### config.mk
export PLATFORM = sky130hd
export DESIGN_NAME = uart_rx
export DESIGN_NICKNAME = d
export VERILOG_FILES = /design/src/rtl/uart_pkg.sv /design/src/rtl/sync_2ff.sv /design/src/rtl/uart_rx.sv
export SDC_FILE = /design/constraint.sdc
export NUM_CORES = 1
export LEC_CHECK = 0
export BUFFER_PORTS_ARGS = -buffer_cell sky130_fd_sc_hd__clkbuf_2
export CAP_MARGIN = 30
export CELL_PAD_IN_SITES_DETAIL_PLACEMENT = 1
export CELL_PAD_IN_SITES_GLOBAL_PLACEMENT = 1
export CORE_MARGIN = 2
export CORE_UTILIZATION = 35
export DETAILED_ROUTE_END_ITERATION = 12
export PLACE_DENSITY = 0.61
export SYNTH_ARGS = -nofsm -noshare
export SYNTH_HDL_FRONTEND = slang
export SYNTH_HIERARCHICAL = 1
export SYNTH_SLANG_ARGS = --single-unit
### constraint.sdc
create_clock -name clk -period 2 [get_ports clk]
set_input_delay 0.4 -clock clk [delete_from_list [all_inputs] [get_ports clk]]
set_output_delay 0.4 -clock clk [all_outputs]
set_load 0.1 [all_outputs]
### src/rtl/uart_pkg.sv
// rtl/uart_pkg.sv - shared UART state encoding and bit-timing derivation
package uart_pkg;

    typedef enum logic [2:0] {
        IDLE,
        START,
        DATA,
        PARITY,
        STOP,
        BREAK
    } uart_state_e;

    // Clocks per bit, truncated (integer division).
    function automatic int unsigned clks_per_bit(input int unsigned clk_freq,
                                                 input int unsigned baud);
        return clk_freq / baud;
    endfunction

    // Half a bit period; offset from the start edge to the centre of the start bit.
    function automatic int unsigned half_bit(input int unsigned clk_freq,
                                             input int unsigned baud);
        return clks_per_bit(clk_freq, baud) / 2;
    endfunction

endpackage

### src/rtl/sync_2ff.sv
// rtl/sync_2ff.sv - two-flop synchronizer, both flops reset to 1 (idle-high inputs)
// Ports: clk, rst (async, active-high), d (asynchronous input), q (synchronized output)
module sync_2ff (
    input  logic clk,
    input  logic rst,
    input  logic d,
    output logic q
);

    logic meta_q;
    logic sync_q;

    always_ff @(posedge clk or posedge rst) begin
        if (rst) begin
            meta_q <= 1'b1;
            sync_q <= 1'b1;
        end else begin
            meta_q <= d;
            sync_q <= meta_q;
        end
    end

    assign q = sync_q;

endmodule

### src/rtl/uart_rx.sv
// rtl/uart_rx.sv - 8N1 serial receiver, optional even parity under UART_RX_PARITY_EN
// Ports: clk, rst (async, active-high), rxd (raw serial in, idle high),
//        data (last good byte), valid (1-cycle strobe), frame_err (1-cycle strobe),
//        parity_err (1-cycle strobe, only with UART_RX_PARITY_EN), busy (frame in progress)
module uart_rx
    import uart_pkg::*;
#(
    parameter int unsigned CLK_FREQ = 50_000_000,
    parameter int unsigned BAUD     = 115200
) (
    input  logic       clk,
    input  logic       rst,
    input  logic       rxd,
    output logic [7:0] data,
    output logic       valid,
    output logic       frame_err,
`ifdef UART_RX_PARITY_EN
    output logic       parity_err,
`endif
    output logic       busy
);

    localparam int unsigned CPB   = clks_per_bit(CLK_FREQ, BAUD);
    localparam int unsigned HALF  = half_bit(CLK_FREQ, BAUD);
    localparam int          CNT_W = (CPB > 1) ? $clog2(CPB) : 1;
    localparam logic [CNT_W-1:0] CNT_LAST = CNT_W'(CPB - 1);
    localparam logic [CNT_W-1:0] CNT_HALF = CNT_W'(HALF - 1);

    logic rxs;

    sync_2ff u_sync (
        .clk (clk),
        .rst (rst),
        .d   (rxd),
        .q   (rxs)
    );

    uart_state_e      state_q, state_d;
    logic [CNT_W-1:0] cnt_q, cnt_d;
    logic [2:0]       idx_q, idx_d;
    logic [7:0]       shift_q, shift_d;
    logic [7:0]       data_q, data_d;
    logic             valid_q, valid_d;
    logic             frame_err_q, frame_err_d;
    logic             rxs_prev_q, rxs_prev_d;
`ifdef UART_RX_PARITY_EN
    logic             par_bad_q, par_bad_d;
    logic             parity_err_q, parity_err_d;
`endif

    always_ff @(posedge clk or posedge rst) begin
        if (rst) begin
            state_q      <= IDLE;
            cnt_q        <= '0;
            idx_q        <= '0;
            shift_q      <= '0;
            data_q       <= '0;
            valid_q      <= 1'b0;
            frame_err_q  <= 1'b0;
            rxs_prev_q   <= 1'b1;
`ifdef UART_RX_PARITY_EN
            par_bad_q    <= 1'b0;
            parity_err_q <= 1'b0;
`endif
        end else begin
            state_q      <= state_d;
            cnt_q        <= cnt_d;
            idx_q        <= idx_d;
            shift_q      <= shift_d;
            data_q       <= data_d;
            valid_q      <= valid_d;
            frame_err_q  <= frame_err_d;
            rxs_prev_q   <= rxs_prev_d;
`ifdef UART_RX_PARITY_EN
            par_bad_q    <= par_bad_d;
            parity_err_q <= parity_err_d;
`endif
        end
    end

    always_comb begin
        state_d      = state_q;
        cnt_d        = cnt_q + CNT_W'(1);
        idx_d        = idx_q;
        shift_d      = shift_q;
        data_d       = data_q;
        valid_d      = 1'b0;
        frame_err_d  = 1'b0;
        rxs_prev_d   = rxs;
`ifdef UART_RX_PARITY_EN
        par_bad_d    = par_bad_q;
        parity_err_d = 1'b0;
`endif

        case (state_q)
            IDLE: begin
                cnt_d = '0;
                if (rxs_prev_q && !rxs) begin
                    state_d = START;
                end
            end

            START: begin
                if (cnt_q == CNT_HALF) begin
                    cnt_d = '0;
                    if (!rxs) begin
                        state_d = DATA;
                        idx_d   = '0;
                    end else begin
                        // Line went high again before mid start bit: a glitch.
                        state_d = IDLE;
                    end
                end
            end

            DATA: begin
                if (cnt_q == CNT_LAST) begin
                    cnt_d          = '0;
                    shift_d[idx_q] = rxs;
                    idx_d          = idx_q + 3'd1;
                    if (idx_q == 3'd7) begin
`ifdef UART_RX_PARITY_EN
                        state_d = PARITY;
`else
                        state_d = STOP;
`endif
                    end
                end
            end

`ifdef UART_RX_PARITY_EN
            PARITY: begin
                if (cnt_q == CNT_LAST) begin
                    cnt_d     = '0;
                    // Even parity: data bits plus parity bit must XOR to 0.
                    par_bad_d = ^{shift_q, rxs};
                    state_d   = STOP;
                end
            end
`endif

            STOP: begin
                if (cnt_q == CNT_LAST) begin
                    cnt_d = '0;
                    if (rxs) begin
                        state_d = IDLE;
`ifdef UART_RX_PARITY_EN
                        if (par_bad_q) begin
                            parity_err_d = 1'b1;
                        end else begin
                            data_d  = shift_q;
                            valid_d = 1'b1;
                        end
`else
                        data_d  = shift_q;
                        valid_d = 1'b1;
`endif
                    end else begin
                        frame_err_d = 1'b1;
                        state_d     = BREAK;
                    end
                end
            end

            BREAK: begin
                // Hold off until the line is released so a stuck-low line
                // cannot be mistaken for a stream of start bits.
                cnt_d = '0;
                if (rxs) begin
                    state_d = IDLE;
                end
            end

            default: begin
                cnt_d   = '0;
                state_d = IDLE;
            end
        endcase
    end

    assign data       = data_q;
    assign valid      = valid_q;
    assign frame_err  = frame_err_q;
`ifdef UART_RX_PARITY_EN
    assign parity_err = parity_err_q;
`endif
    assign busy       = (state_q == START) || (state_q == DATA) ||
                        (state_q == PARITY) || (state_q == STOP);

endmodule

==> run_results.csv <==
group,metric,value,unit
logic_synthesis,synth-edff-count,0,
power,p_total,1.853,mW
cts,clkTransAtPathRegs,70,ps
routing,drc_errors,0,
critical_path,cp_max_fo,5,
sta,tns,0,ps
sta,fmax,517.1,MHz
logic_synthesis,ys_types,40,
sta,hold_violations,0,
logic_synthesis,synth_most_common_cell,"dfrtp_1",
power,clkPwrFrac,29.7,%
power,p_comb_share,27.3,%
min_path,hold_class,"in -> async",
cts,cts_made_buffers,5,
floorplanning,fp.dieW,74.14,um
floorplanning,fp.coreArea,4723,um^2
logic_synthesis,synthFlopType,"dfrtp_1",
sta,min_period,1934,ps
cells_and_area,diodes,0,
power,power_density,867.8,nW/um^2
cts,worstSkewPairLatency,290,ps
cts,cts_max_level,2,
logic_synthesis,ys_seq_area_share,52.54,%
cells_and_area,area_delta_synth_final,24.06,%
power,seq_power_share,43.0,%
routing,first_pass_iters,4,
logic_synthesis,synth.largest_area_cell,"dfrtp_1",
routing,drtIter0Drc,53,
cells_and_area,nets,187,
placement,place_ws,15.23,ps
floorplanning,rows,25,
cts,clock_path_buffers,2,
power,p_leak,1.049,nW
floorplanning,dieArea,5496,um^2
placement,place_hpwl,2653,um
critical_path,worst-setup-path-type,"reg -> reg",
routing,vias_per_cell,4.923,
power,p_sw_share,31.11,%
flow_run,drv_cap,0,
sta,maxSlewHeadroom,63.87,%
logic_synthesis,syn_area,1722,um^2
grt,grt_max_degree,35,
cells_and_area,instances_no_fill,246,
grt,antenna_found_initial,0,
power,ir_drop,0.4056,mV
placement,dpl.cell_count,236,
placement,numPortBuffers,13,
critical_path,cp.arrival,2100,ps
cts,cts_num_sinks,36,
cells_and_area,fill_cells,516,
grt,grt_overflow,0,
routing,vias,1211,
logic_synthesis,async_flop_share,100.0,%
cells_and_area,drive_gt1_share,39.66,%
critical_path,required,2170,ps
cts,cts_tree,"built",
logic_synthesis,yosysWarnings,6,
logic_synthesis,synth_area_leaders,"dfrtp_1 48%, mux2_4 7.0%, mux2_2 5.9%",
logic_synthesis,ys_seq_elements,36,
cts,cts_root_buffer,"clkbuf_8",
routing,drtAntennaViolNets,0,
sta,setup_slack,66.01,ps
power,p_switching,0.5766,mW
logic_synthesis,synthCells,146,
power,intPower,1.277,mW
cts,cts_hold_buf,0,
logic_synthesis,yosysTopAreaCellShare,47.97,%
logic_synthesis,syn_avg_cell_area,11.79,um^2
floorplanning,initial_core_util,36.45,%
logic_synthesis,synthTopCellsByCount,"33 x dfrtp_1, 17 x nor2_1, 9 x mux2_2, 8 x mux2_4, 8 x nand2_1",
sta,tightest_slew,544.2,ps
floorplanning,die_h,74.14,um
grt,track_usage,15.83,%
sta,skew,7.685,ps
grt,grt_pass1_vias,1314,
status,run_status,"complete, no violations",
placement,place_congestion,0.7782,
sta,setup_viol_count_final,0,
routing,drt-total-wl,3955,um
grt,grt_first_pass_wirelength,6465,um
logic_synthesis,synth_fp_nets,154,
routing,post_drt_wl_per_cell,16.08,um
sta,rsz0062_at_grt,"yes",
sta,report.final.slew_viol_count,0,
critical_path,crit_path_end_kind,"flop",
sta,timing.final.crit_share,96.70,%
critical_path,start_kind,"flop",
floorplanning,ios,14,
==> through the flow <==
| step | util (%) | instance area [um^2] | hold WS, ps |
|---|---|---|---|
| 6_report | 45.22 | 2136 | 120.1 |
| 3_5_place_dp | 41.88 | 1978 | 349.5 |
| 2_1_floorplan | - | 1737 | 311.5 |
| 5_1_grt | 45.22 | 2136 | 126.8 |
| 3_3_place_gp | 41.88 | 1978 | 348.7 |
| 4_1_cts | 43.92 | 2074 | 117.0 |
==> logic make-up (layout without fill, tap and decap cells) <==
kind of cell | after synthesis | in the layout | synth area share [%]
AO/OA/AOI/OAI | 14 | 14 | 5.596
XOR/XNOR | 8 | 8 | 4.069
adder cells (fa/ha/maj) | 5 | 5 | 3.634
buffers and inverters | 12 | 44 | 3.343
flip-flops | 36 | 36 | 52.54
multiplexers | 17 | 17 | 12.86
AND/OR/NAND/NOR | 54 | 55 | 17.95
==> per-layer routing <==
layer  part of all wire (%)  global-route usage (%)  up-vias
met5                      0                       0        -
met3                    2.5                   4.065        9
met4                    1.4                   4.848        0
li1                       -                       -      575
met2                     53                   28.47       18
met1                     43                   18.45      609
==> worst paths after layout <==
check,depth (start not counted),endpoint,slack [ps],startpoint
setup / recovery,6,data[2],70,cnt_q[1]
hold / removal,2,u_sync/meta_q,120,rst
setup reg to reg,6,data[2],70,cnt_q[1]
hold reg to reg,0,u_sync/q,360,u_sync/meta_q
max in group asynchronous,3,rxs_prev_q,1460,rst
min in group clk,1,u_sync/meta_q,200,rxd
==> sequential cells by signal, summed over array words and instances, names as in the netlist <==
| register | flops |
|---|---|
| idx_q | 3 |
| frame_err | 1 |
| shift_q | 8 |
| state_q | 3 |
| rxs_prev_q | 1 |
| u_sync/q | 1 |
| u_sync/meta_q | 1 |
| valid | 1 |
| cnt_q | 9 |
| data | 8 |
==> cell type report <==
| class | count | area (um^2) | share of cell area (%) |
|---|---|---|---|
| clock buffer | 7 | 96.34 | 4.511 |
| inverter | 6 | 22.52 | 1.054 |
| multi-input combinational | 99 | 813.3 | 38.08 |
| sequential | 36 | 904.6 | 42.35 |
| tap | 67 | 83.83 | 3.925 |
| timing repair buffer | 31 | 215.2 | 10.08 |
==> critical path: stages, from the launching register on <==
cell and delay [ps]:
dfrtp_1 410, inv_2 70, ha_1 120, and4b_2 260, nand2_4 70, or4b_4 570, mux2_4 330
==> placed cells by master (no fill, tap or decap), types with 4 or more instances in the layout <==
cell and n:
buf_4 18, clkbuf_2 12, clkbuf_8 7, dfrtp_1 33, ha_1 5, inv_1 5, mux2_2 9, mux2_4 8
nand2_1 8, nand2b_1 4, nor2_1 17, nor3_2 4, xor2_1 4
==> power by group through the flow <==
stage	Combinational, mW	Sequential, mW	Clock, mW
3_3_place_gp	0.484	0.805	0
4_1_cts	0.500	0.795	0.577
6_report	0.506	0.797	0.551
3_5_place_dp	0.496	0.808	0
5_1_grt	0.541	0.802	0.613
2_1_floorplan	0.311	0.796	0
==> timing repair <==
item | in CTS | in global routing
setup endpoints to repair | 0 | 16
resized for setup | 0 | 9
setup buffers | 0 | 2
hold endpoints to repair | 0 | 0
(Power assumes the default switching activity.)
